==> config.mk <==
export PLATFORM = sky130hd
export DESIGN_NAME = sel_mux_seq_flat
export DESIGN_NICKNAME = d
export VERILOG_FILES = /design/src/rtl/sel_mux_seq_if.sv /design/src/rtl/sel_mux_seq.sv /design/src/flat_wrapper.sv
export SDC_FILE = /design/constraint.sdc
export NUM_CORES = 1
export LEC_CHECK = 0
export ABC_AREA = 1
export BUFFER_PORTS_ARGS = -buffer_cell sky130_fd_sc_hd__clkbuf_2
export CAP_MARGIN = 10
export CORE_UTILIZATION = 30
export DETAILED_ROUTE_END_ITERATION = 12
export GPL_ROUTABILITY_DRIVEN = 1
export PLACE_DENSITY = 0.59
export SETUP_SLACK_MARGIN = 0.1
export SYNTH_ARGS = -nofsm -noshare
export SYNTH_HDL_FRONTEND = slang
export SYNTH_SLANG_ARGS = --single-unit
==> constraint.sdc <==
create_clock -name clk -period 1.5 [get_ports clk]
set_input_delay 0.075 -clock clk [delete_from_list [all_inputs] [get_ports clk]]
set_output_delay 0.075 -clock clk [all_outputs]
set_load 0.02 [all_outputs]
==> src/rtl/sel_mux_seq_if.sv <==
// Bus bundle for sel_mux_seq: channel data, select/request controls and the tagged registered output.
// The master drives the requests; the slave (the selector) returns the registered beat.
interface sel_mux_seq_if #(
    parameter int WIDTH = 8,
    parameter int NCH   = 4,
    parameter int SELW  = 2
);
    logic [NCH*WIDTH-1:0] din;
    logic [SELW-1:0]      sel;
    logic                 en;
    logic                 start;
    logic                 hold;
    logic [WIDTH-1:0]     dout;
    logic                 dout_valid;
    logic [SELW-1:0]      dout_ch;
    logic                 dout_last;
    logic                 busy;

    modport master (
        output din, sel, en, start, hold,
        input  dout, dout_valid, dout_ch, dout_last, busy
    );

    modport slave (
        input  din, sel, en, start, hold,
        output dout, dout_valid, dout_ch, dout_last, busy
    );
endinterface

==> src/rtl/sel_mux_seq.sv <==
// Registered N-channel operand selector with an offset select map: DIRECT mode returns one
// channel per request, SCAN mode streams every channel in order starting from the mapped one.
module sel_mux_seq #(
    parameter int WIDTH      = 8,
    parameter int NCH        = 4,
    parameter int SELW       = 2,
    parameter int SEL_OFFSET = 1
) (
    input  logic          clk,
    input  logic          rst_n,
    sel_mux_seq_if.slave  bus
);
    typedef enum logic {IDLE, SCAN} state_t;

    state_t            state, state_nxt;
    logic [SELW-1:0]   idx, idx_nxt;
    logic [SELW:0]     cnt, cnt_nxt;
    logic [SELW-1:0]   sel_ch;

    logic [WIDTH-1:0]  dout_p0, dout_p1;
    logic [SELW-1:0]   ch_p0, ch_p1;
    logic              vld_p0, vld_p1;
    logic              last_p0, last_p1;

    // Channel table padded to the full select range so any SELW-bit index is safe.
    logic [WIDTH-1:0]  chan [2**SELW];

    for (genvar i = 0; i < 2**SELW; i++) begin : g_chan
        if (i < NCH) begin : g_used
            assign chan[i] = bus.din[i*WIDTH +: WIDTH];
        end else begin : g_pad
            assign chan[i] = '0;
        end
    end

    // Wider intermediate keeps sel+offset from overflowing before the modulo.
    function automatic logic [SELW-1:0] map_ch(input logic [SELW-1:0] s);
        logic [SELW:0] sum;
        sum = {1'b0, s} + (SELW+1)'(SEL_OFFSET);
        sum = sum % (SELW+1)'(NCH);
        return sum[SELW-1:0];
    endfunction

    function automatic logic [SELW-1:0] next_ch(input logic [SELW-1:0] c);
        if (c == SELW'(NCH-1)) return '0;
        return c + SELW'(1);
    endfunction

    assign sel_ch = map_ch(bus.sel);

    always_comb begin
        state_nxt = state;
        idx_nxt   = idx;
        cnt_nxt   = cnt;
        dout_p0   = dout_p1;
        ch_p0     = ch_p1;
        vld_p0    = 1'b0;
        last_p0   = 1'b0;
        case (state)
            IDLE: begin
                if (bus.start) begin
                    dout_p0 = chan[sel_ch];
                    ch_p0   = sel_ch;
                    vld_p0  = 1'b1;
                    idx_nxt = next_ch(sel_ch);
                    cnt_nxt = (SELW+1)'(1);
                    if (NCH > 1) state_nxt = SCAN;
                    else         last_p0   = 1'b1;
                end else if (bus.en) begin
                    dout_p0 = chan[sel_ch];
                    ch_p0   = sel_ch;
                    vld_p0  = 1'b1;
                end
            end
            SCAN: begin
                if (!bus.hold) begin
                    dout_p0 = chan[idx];
                    ch_p0   = idx;
                    vld_p0  = 1'b1;
                    idx_nxt = next_ch(idx);
                    cnt_nxt = cnt + (SELW+1)'(1);
                    if (cnt == (SELW+1)'(NCH-1)) begin
                        last_p0   = 1'b1;
                        state_nxt = IDLE;
                    end
                end
            end
            default: state_nxt = IDLE;
        endcase
    end

    // Output register stage: beat data and its tags update together.
    always_ff @(posedge clk) begin
        if (!rst_n) begin
            state   <= IDLE;
            idx     <= '0;
            cnt     <= '0;
            dout_p1 <= '0;
            ch_p1   <= '0;
            vld_p1  <= 1'b0;
            last_p1 <= 1'b0;
        end else begin
            state   <= state_nxt;
            idx     <= idx_nxt;
            cnt     <= cnt_nxt;
            dout_p1 <= dout_p0;
            ch_p1   <= ch_p0;
            vld_p1  <= vld_p0;
            last_p1 <= last_p0;
        end
    end

    assign bus.dout       = dout_p1;
    assign bus.dout_ch    = ch_p1;
    assign bus.dout_valid = vld_p1;
    assign bus.dout_last  = last_p1;
    assign bus.busy       = (state == SCAN);
endmodule

==> src/flat_wrapper.sv <==
// flat-port wrapper written by rule: the top's interface ports become plain ports
module sel_mux_seq_flat 
#(
    parameter int WIDTH      = 8,
    parameter int NCH        = 4,
    parameter int SELW       = 2,
    parameter int SEL_OFFSET = 1
)
  (clk, rst_n, bus_din, bus_sel, bus_en, bus_start, bus_hold, bus_dout, bus_dout_valid, bus_dout_ch, bus_dout_last, bus_busy);
  sel_mux_seq_if #(.WIDTH(WIDTH), .NCH(NCH), .SELW(SELW)) bus_i ();
  input  logic clk;
  input  logic rst_n;
  input wire logic [$bits(bus_i.din)-1:0] bus_din;
  input wire logic [$bits(bus_i.sel)-1:0] bus_sel;
  input wire logic [$bits(bus_i.en)-1:0] bus_en;
  input wire logic [$bits(bus_i.start)-1:0] bus_start;
  input wire logic [$bits(bus_i.hold)-1:0] bus_hold;
  output wire logic [$bits(bus_i.dout)-1:0] bus_dout;
  output wire logic [$bits(bus_i.dout_valid)-1:0] bus_dout_valid;
  output wire logic [$bits(bus_i.dout_ch)-1:0] bus_dout_ch;
  output wire logic [$bits(bus_i.dout_last)-1:0] bus_dout_last;
  output wire logic [$bits(bus_i.busy)-1:0] bus_busy;
  assign bus_i.din = bus_din;
  assign bus_i.sel = bus_sel;
  assign bus_i.en = bus_en;
  assign bus_i.start = bus_start;
  assign bus_i.hold = bus_hold;
  assign bus_dout = bus_i.dout;
  assign bus_dout_valid = bus_i.dout_valid;
  assign bus_dout_ch = bus_i.dout_ch;
  assign bus_dout_last = bus_i.dout_last;
  assign bus_busy = bus_i.busy;
  sel_mux_seq #(.WIDTH(WIDTH), .NCH(NCH), .SELW(SELW), .SEL_OFFSET(SEL_OFFSET)) u_core (.clk(clk), .rst_n(rst_n), .bus(bus_i));
endmodule
==> results of run 1 <==
-- per-layer routing --
| layer | routed length, um | vias up | GRT usage [%] |
|---|---|---|---|
| met3 | 256 | 6 | 3.80 |
| met5 | 0 | - | 0 |
| li1 | - | 857 | - |
| met4 | 59 | 0 | 6.10 |
| met2 | 1910 | 57 | 27.6 |
| met1 | 1870 | 737 | 20.4 |
-- registers in the layout (all words and copies together), names as in the netlist --
register               flops
u_core.bus.busy            1
u_core.bus.dout            8
u_core.bus.dout_ch         2
u_core.bus.dout_last       1
u_core.bus.dout_valid      1
u_core.cnt                 3
u_core.idx                 2
-- cells by family after synthesis --
logic type	Yosys count	synth area share, %
and+or+nand+nor	168	52.1
buffers and inverters	31	13.2
DFF	18	24.6
AOI/OAI and AO/OA	15	6.15
adders and majority gates	4	3.42
xor gates and xnor gates	1	0.598
-- metrics by stage --
stage | std cells | setup WS [ns] | cell area (sq um) | total power [W]
floorplan | 237 | 0.194 | 1470 | 0.000963
global placement | 352 | 0.303 | 1780 | 0.00113
detailed placement | 352 | 0.260 | 1780 | 0.00114
CTS | 355 | 0.250 | 1820 | 0.00147
global route | 355 | 0.185 | 1820 | 0.00156
finish | 355 | 0.258 | 1820 | 0.00145
-- worst paths after layout --
| path | to | slack (ns) | from |
|---|---|---|---|
| worst max-delay path | u_core.idx[1] | 0.26 | u_core.idx[1] |
| worst min-delay path | u_core.bus.busy | 0.13 | bus_hold |
| worst max register to register | u_core.idx[1] | 0.26 | u_core.idx[1] |
| worst min register to register | u_core.bus.dout[1] | 0.45 | u_core.bus.dout[1] |
-- power by group through the flow --
stage / combinational [W] / clock, W / sequential (W)
floorplan: 0.000349 / 0 / 0.000615
detailed placement: 0.000558 / 0 / 0.000579
finish: 0.000559 / 0.000327 / 0.000568
global route: 0.000625 / 0.000360 / 0.000575
CTS: 0.000560 / 0.000343 / 0.000569
global placement: 0.000553 / 0 / 0.000579
-- worst register-to-register path: stages, from the launching register on --
cell and delay (ns):
sky130_fd_sc_hd__dfxtp_1 0.54, sky130_fd_sc_hd__ha_1 0.31, sky130_fd_sc_hd__o21ai_0 0.18, sky130_fd_sc_hd__a31oi_1 0.10
-- cells in the final DEF, fill, tap and decap left out, types with 2 or more instances in the layout --
cell type,instances
sky130_fd_sc_hd__a21oi_1,6
sky130_fd_sc_hd__a31oi_1,2
sky130_fd_sc_hd__buf_4,6
sky130_fd_sc_hd__clkbuf_2,51
sky130_fd_sc_hd__clkbuf_8,3
sky130_fd_sc_hd__dfxtp_1,18
sky130_fd_sc_hd__ha_1,4
sky130_fd_sc_hd__inv_1,15
sky130_fd_sc_hd__inv_2,2
sky130_fd_sc_hd__nand2_1,108
sky130_fd_sc_hd__nand2_2,2
sky130_fd_sc_hd__nand2_4,4
sky130_fd_sc_hd__nand3_1,41
sky130_fd_sc_hd__nand3_2,3
sky130_fd_sc_hd__nor2_1,6
sky130_fd_sc_hd__o21ai_0,5
-- cell type report --
type	count	area share (%)
multi-input cells	188	50.2
flip-flops and latches	18	19.8
repair buffers	58	17.6
inverters	21	5.44
well taps	67	4.61
clock buffers	3	2.27
==> results.py, run 1 <==
metrics = {
    "detailed_routing": {
        "mean_number_of_vias_per_cell": 4.67,
        "drt_first_iter_violations": 83,
        "drc_errors": 0,
        "antenna_violating_nets_post_route": 0,
        "routed_wire_length_per_instance_um": 11.5,
        "routed_wirelength_um": 4100,
        "routed-via-count": 1657,
        "drtPass1Iterations": 4,
    },
    "power_and_ir_drop": {
        "power_density_normalized_to_cell_area_mw_per_mm2": 800,
        "total_leakage_power_nw": 1.01,
        "clk_pwr_share_pct": 22.5,
        "seq_power_share_pct": 39.1,
        "ir_worst_vdd_mv": 0.472,
        "power.share.switching_pct": 36.9,
        "power_switching_w": 0.000537,
        "internal_power_w": 0.000917,
        "combinationalPowerShare_pct": 38.4,
    },
    "flow_run": {
        "cap_viol_max_count": 0,
    },
    "placement": {
        "gp_routability_congestion": 0.876,
        "post-dp-hpwl_um": 3140,
        "buffer_ports.inserted": 51,
    },
    "synth": {
        "synth.most_common_cell": "sky130_fd_sc_hd__nand2_1",
        "synthTopCellsByCount": "108 x sky130_fd_sc_hd__nand2_1, 41 x sky130_fd_sc_hd__nand3_1, 18 x sky130_fd_sc_hd__dfxtp_1",
        "synthesis.area_per_instance_sq_um": 6.18,
        "synth.net_count": 280,
        "synth_area_sq_mm": 0.00147,
        "ys_top_cells_by_area": "sky130_fd_sc_hd__nand2_1 28%, sky130_fd_sc_hd__dfxtp_1 25%, sky130_fd_sc_hd__nand3_1 14%, sky130_fd_sc_hd__buf_6 3.8%, sky130_fd_sc_hd__inv_1 3.8%",
        "netlist_instances": 237,
        "synth-edff-count": 0,
        "biggest_area_consumer_among_synthesized_cells": "sky130_fd_sc_hd__nand2_1",
        "netlist-cell-type-count": 28,
        "post-synth-top-area-fraction_pct": 27.7,
        "synth_top_flop_cell": "sky130_fd_sc_hd__dfxtp_1",
        "yosysSeqAreaShare_pct": 24.6,
        "async_flop_share_pct": 0,
        "yosys_reg_bits": 18,
        "number_of_warnings_issued_by_yosys": 0,
    },
    "clock_tree": {
        "clk_transition_reported_paths_ns": 0.06,
        "worst_case_clock_buffer_depth": 2,
        "clock_latency_ns": 0.25,
        "cts.root.buffer_cell": "sky130_fd_sc_hd__clkbuf_8",
        "cts_resized": 0,
        "tritoncts.num_buffers": 3,
        "postCtsSetupBuffers": 0,
        "cts_num_sinks": 18,
        "cts_max_level": 1,
        "post_cts_hold_buffer_count": 0,
        "cts_tree": "built",
    },
    "critical_path": {
        "cp_num_cells": 3,
        "critical_path_peak_fanout": 9,
        "crit_required_ns": 1.63,
        "setup.worst_path.end_class": "flip-flop",
        "timing.setup.critical_path_class": "flip-flop to flip-flop",
        "path_delay_family": "flip-flops",
        "timing.critical_path.slowest_cell_delay_ns": 0.54,
        "critical_path_buf_inv_count": 0,
        "critical_path.startpoint_type": "flip-flop",
        "worstPathCellList": "ha_1, o21ai_0, a31oi_1",
        "timing.reg2reg.worst_path_depth": 3,
        "cp_data_arrival_time_ns": 1.38,
        "critical-path-slowest-cell": "sky130_fd_sc_hd__dfxtp_1",
    },
    "sta": {
        "hold_viol_final": 0,
        "slew_headroom_pct": 75.4,
        "tightestPinTransition_ns": 0.369,
        "fin_worst_skew_ns": 0.00472,
        "post_route_minimum_period_ns": 1.24,
        "grt_setup_unrepaired": "false",
        "final_max_slew_viol_count": 0,
        "timing.final.setup_violations": 0,
        "clock.fmax_ghz": 0.805,
        "fin_crit_sh_pct": 82.8,
        "worst_hold_slack_ns": 0.133,
        "fin_tns_setup_ns": 0,
    },
    "floorplan": {
        "die_height_um": 71.9,
        "die_width_um": 71.9,
        "start_util_pct": 31.0,
        "num_io_pins": 52,
        "design.core.area_sq_mm": 0.00472,
        "core.rowCount": 25,
        "floorplan.die_area_sq_mm": 0.00517,
    },
    "min_path": {
        "hold_class": "primary input to flip-flop",
        "hold_path_depth": 3,
    },
    "layout": {
        "ff_latch_area_sq_um": 360,
        "post-route-util_pct": 38.5,
        "multiInputGateArea_sq_um": 912,
        "final.fill_count": 540,
        "final_layout_size_suffix_gt1_share_pct": 27.8,
        "nets": 333,
        "antennaDiodeCount": 0,
        "syn2layout_area_growth_pct": 24.0,
    },
    "global_route": {
        "track_usage_pct": 16.4,
        "global_route_wire_length_before_repair_um": 6540,
        "grt.overflow.total": 0,
        "antenna_found_initial": 0,
        "pin_count_of_the_biggest_net_entering_global_routing": 19,
        "first_global_vias": 1458,
    },
    "status": {
        "run_status": "finished clean",
    },
}
(Power assumes the default switching activity.)
==> run 2: changes to the inputs <==
--- a/config.mk
+++ b/config.mk
@@ -11,7 +11,7 @@
 export CORE_UTILIZATION = 30
 export DETAILED_ROUTE_END_ITERATION = 12
 export GPL_ROUTABILITY_DRIVEN = 1
-export PLACE_DENSITY = 0.59
+export PLACE_DENSITY = 0.61
 export SETUP_SLACK_MARGIN = 0.1
 export SYNTH_ARGS = -nofsm -noshare
 export SYNTH_HDL_FRONTEND = slang
==> constraint.sdc (replaced) <==
create_clock -name clk -period 1.04 [get_ports clk]
set_input_delay 0.052 -clock clk [delete_from_list [all_inputs] [get_ports clk]]
set_output_delay 0.052 -clock clk [all_outputs]
set_load 0.02 [all_outputs]
==> run 2 against run 1 <==
- routed wire length is 11% higher
- critical endpoint is now u_core.bus.dout[7]
- the flow now finishes with violations (setup timing)
- first-iteration DRC count up 4.8%
- via count increased by 3.1%
- sequential share of layout area decreased by 2.3 points
- die area stayed put
- worst setup slack worse by 0.29 ns
- clock skew is essentially flat
- largest cell class unchanged
- final cell count increased by 3.4%
==> results.py, run 2 (synthesis gave the netlist of run 1 again) <==
metrics = {
    "status": {
        "run_status": "finished with violations",
        "failed_checks": "setup timing",
    },
    "global_route": {
        "global_route_wire_length_before_repair_um": 6970,
        "antenna_found_initial": 0,
        "first_global_vias": 1549,
        "pin_count_of_the_biggest_net_entering_global_routing": 17,
        "track_usage_pct": 17.5,
        "grt.overflow.total": 0,
    },
    "clock_tree": {
        "cts_max_level": 1,
        "cts_tree": "built",
        "clk_transition_reported_paths_ns": 0.07,
        "clock_latency_ns": 0.26,
        "post_cts_hold_buffer_count": 0,
        "worst_case_clock_buffer_depth": 2,
        "cts_num_sinks": 18,
        "tritoncts.num_buffers": 3,
        "cts.root.buffer_cell": "sky130_fd_sc_hd__clkbuf_8",
    },
    "sta": {
        "clock.fmax_ghz": 0.934,
        "timing.final.setup_violations": 5,
        "fin_worst_skew_ns": 0.00473,
        "tightestPinTransition_ns": 0.309,
        "post_route_minimum_period_ns": 1.07,
        "fin_crit_sh_pct": 103,
        "final.setup.worst_slack_ns": -0.0302,
        "grt_setup_unrepaired": "true",
        "final_max_slew_viol_count": 0,
        "hold_viol_final": 0,
        "fin_tns_setup_ns": -0.0519,
        "worst_hold_slack_ns": 0.0858,
        "slew_headroom_pct": 79.3,
    },
    "detailed_routing": {
        "route.top_layer_used": "met4",
        "met3_layer_wire_length_in_the_routed_design_um": 238,
        "routed-via-count": 1709,
        "met1_length_um": 1940,
        "wl_met2_um": 2350,
        "routed_wire_length_per_instance_um": 12.4,
        "mean_number_of_vias_per_cell": 4.66,
        "drt_first_iter_violations": 87,
        "antenna_violating_nets_post_route": 0,
        "drtPass1Iterations": 5,
        "routed_wirelength_um": 4560,
        "drc_errors": 0,
    },
    "layout": {
        "layout_common_cells": "105 x sky130_fd_sc_hd__nand2_1, 50 x sky130_fd_sc_hd__clkbuf_2, 28 x sky130_fd_sc_hd__nand3_1, 16 x sky130_fd_sc_hd__nand3_2",
        "ff_latch_area_sq_um": 374,
        "most_common_library_cell_in_the_layout_ignoring_fill_and_taps": "sky130_fd_sc_hd__nand2_1",
        "fin_area_sq_mm": 0.00213,
        "final_layout_size_suffix_gt1_share_pct": 40.3,
        "nets": 344,
        "final.fill_count": 499,
        "largest_register_ffs": 8,
        "syn2layout_area_growth_pct": 45.3,
        "multiInputGateArea_sq_mm": 0.00104,
        "antennaDiodeCount": 0,
    },
    "critical_path": {
        "worstPathCellList": "buf_12, inv_12, nand2_1, nand3_1, nand2_1, nor2_2, nand2_1, nand2_1",
        "timing.setup.critical_path_class": "flip-flop to flip-flop",
        "cp_common_cell": "sky130_fd_sc_hd__nand2_1",
        "timing.critical_path.slowest_cell_delay_ns": 0.41,
        "path_delay_family": "flip-flops",
        "critical_path.startpoint_type": "flip-flop",
        "reg2reg_from": "u_core.idx[0]",
        "setup.worst_path.end_class": "flip-flop",
        "crit_required_ns": 1.20,
        "cp_data_arrival_time_ns": 1.23,
        "critical_path_peak_fanout": 9,
        "critical-path-slowest-cell": "sky130_fd_sc_hd__dfxtp_4",
        "critical_path_buf_inv_count": 2,
        "critical_path_launch_point": "u_core.idx[0]",
    },
    "placement": {
        "dpl_cell_area_sq_mm": 0.00190,
        "buffer_ports.inserted": 51,
        "post-dp-hpwl_um": 3310,
        "gp_routability_congestion": 0.821,
    },
    "power_and_ir_drop": {
        "ir_worst_vdd_mv": 0.444,
        "power_density_normalized_to_cell_area_mw_per_mm2": 1130,
        "total_leakage_power_nw": 1.11,
    },
    "floorplan": {
        "num_io_pins": 52,
        "die_width_um": 71.9,
        "floorplan.die_area_sq_mm": 0.00517,
        "design.core.area_sq_mm": 0.00472,
        "core.rowCount": 25,
        "start_util_pct": 31.0,
        "die_height_um": 71.9,
    },
    "min_path": {
        "hold_class": "primary input to flip-flop",
        "hold_path_startpoint": "bus_hold",
    },
    "flow_run": {
        "cap_viol_max_count": 0,
    },
}
-- run 2: cell types whose count changed in the layout (fill, tap and decap cells not counted), sizes merged --
cell	before	now
clkbuf	54	55
inv	20	21
buf	7	17
-- run 2: layout make-up --
cell class	count	area share, %
timing repair buffer	68	20.7
sequential	18	17.6
tap	67	3.94
multi-input combinational	188	49.1
timing repair inverter	1	0.529
inverter	21	5.58
clock buffer	4	2.59
-- run 2: what timing repair did --
item | 4_1_cts | 5_1_grt
buffers inserted | 1 | 3
pin swaps | 7 | 11
cloned | 1 | 1
endpoints found under the setup margin | 16 | 19
resized for setup | 19 | 15
-- run 2: worst min-delay path, cell delays in order --
cell and delay [ns]:
sky130_fd_sc_hd__clkbuf_2 0.10, sky130_fd_sc_hd__o21ai_2 0.05, sky130_fd_sc_hd__a21oi_1 0.10
-- run 2: final timing paths --
kind | to | slack [ns] | depth (start not counted)
max reg2reg | u_core.bus.dout[7] | -0.03 | 8
max | u_core.bus.dout[7] | -0.03 | 8
min reg2reg | u_core.bus.dout[0] | 0.45 | 2
min | u_core.bus.busy | 0.09 | 3
-- run 2: layer usage --
metal / GRT usage [%] / vias to the layer above
li1: - / 878
met4: 3.05 / 0
met5: 0 / -
met2: 32.1 / 49
met1: 21.5 / 780
met3: 3.38 / 2
-- run 2: through the flow --
step	power (W)	cells	setup WS [ns]	utilization, %
floorplan	0.00143	237	-0.0607	-
global placement	0.00171	357	-0.0750	40.2
detailed placement	0.00171	357	-0.0846	40.2
CTS	0.00237	363	-0.0000220	43.0
global route	0.00256	367	-0.0835	45.1
finish	0.00242	367	-0.0302	45.1
-- run 2: power by group --
part	internal, W	switching, W	leakage (nW)
clock	0.000337	0.000267	0.0288
combinational	0.000411	0.000567	0.930
sequential	0.000765	0.0000696	0.151
total	0.00151	0.000903	1.11
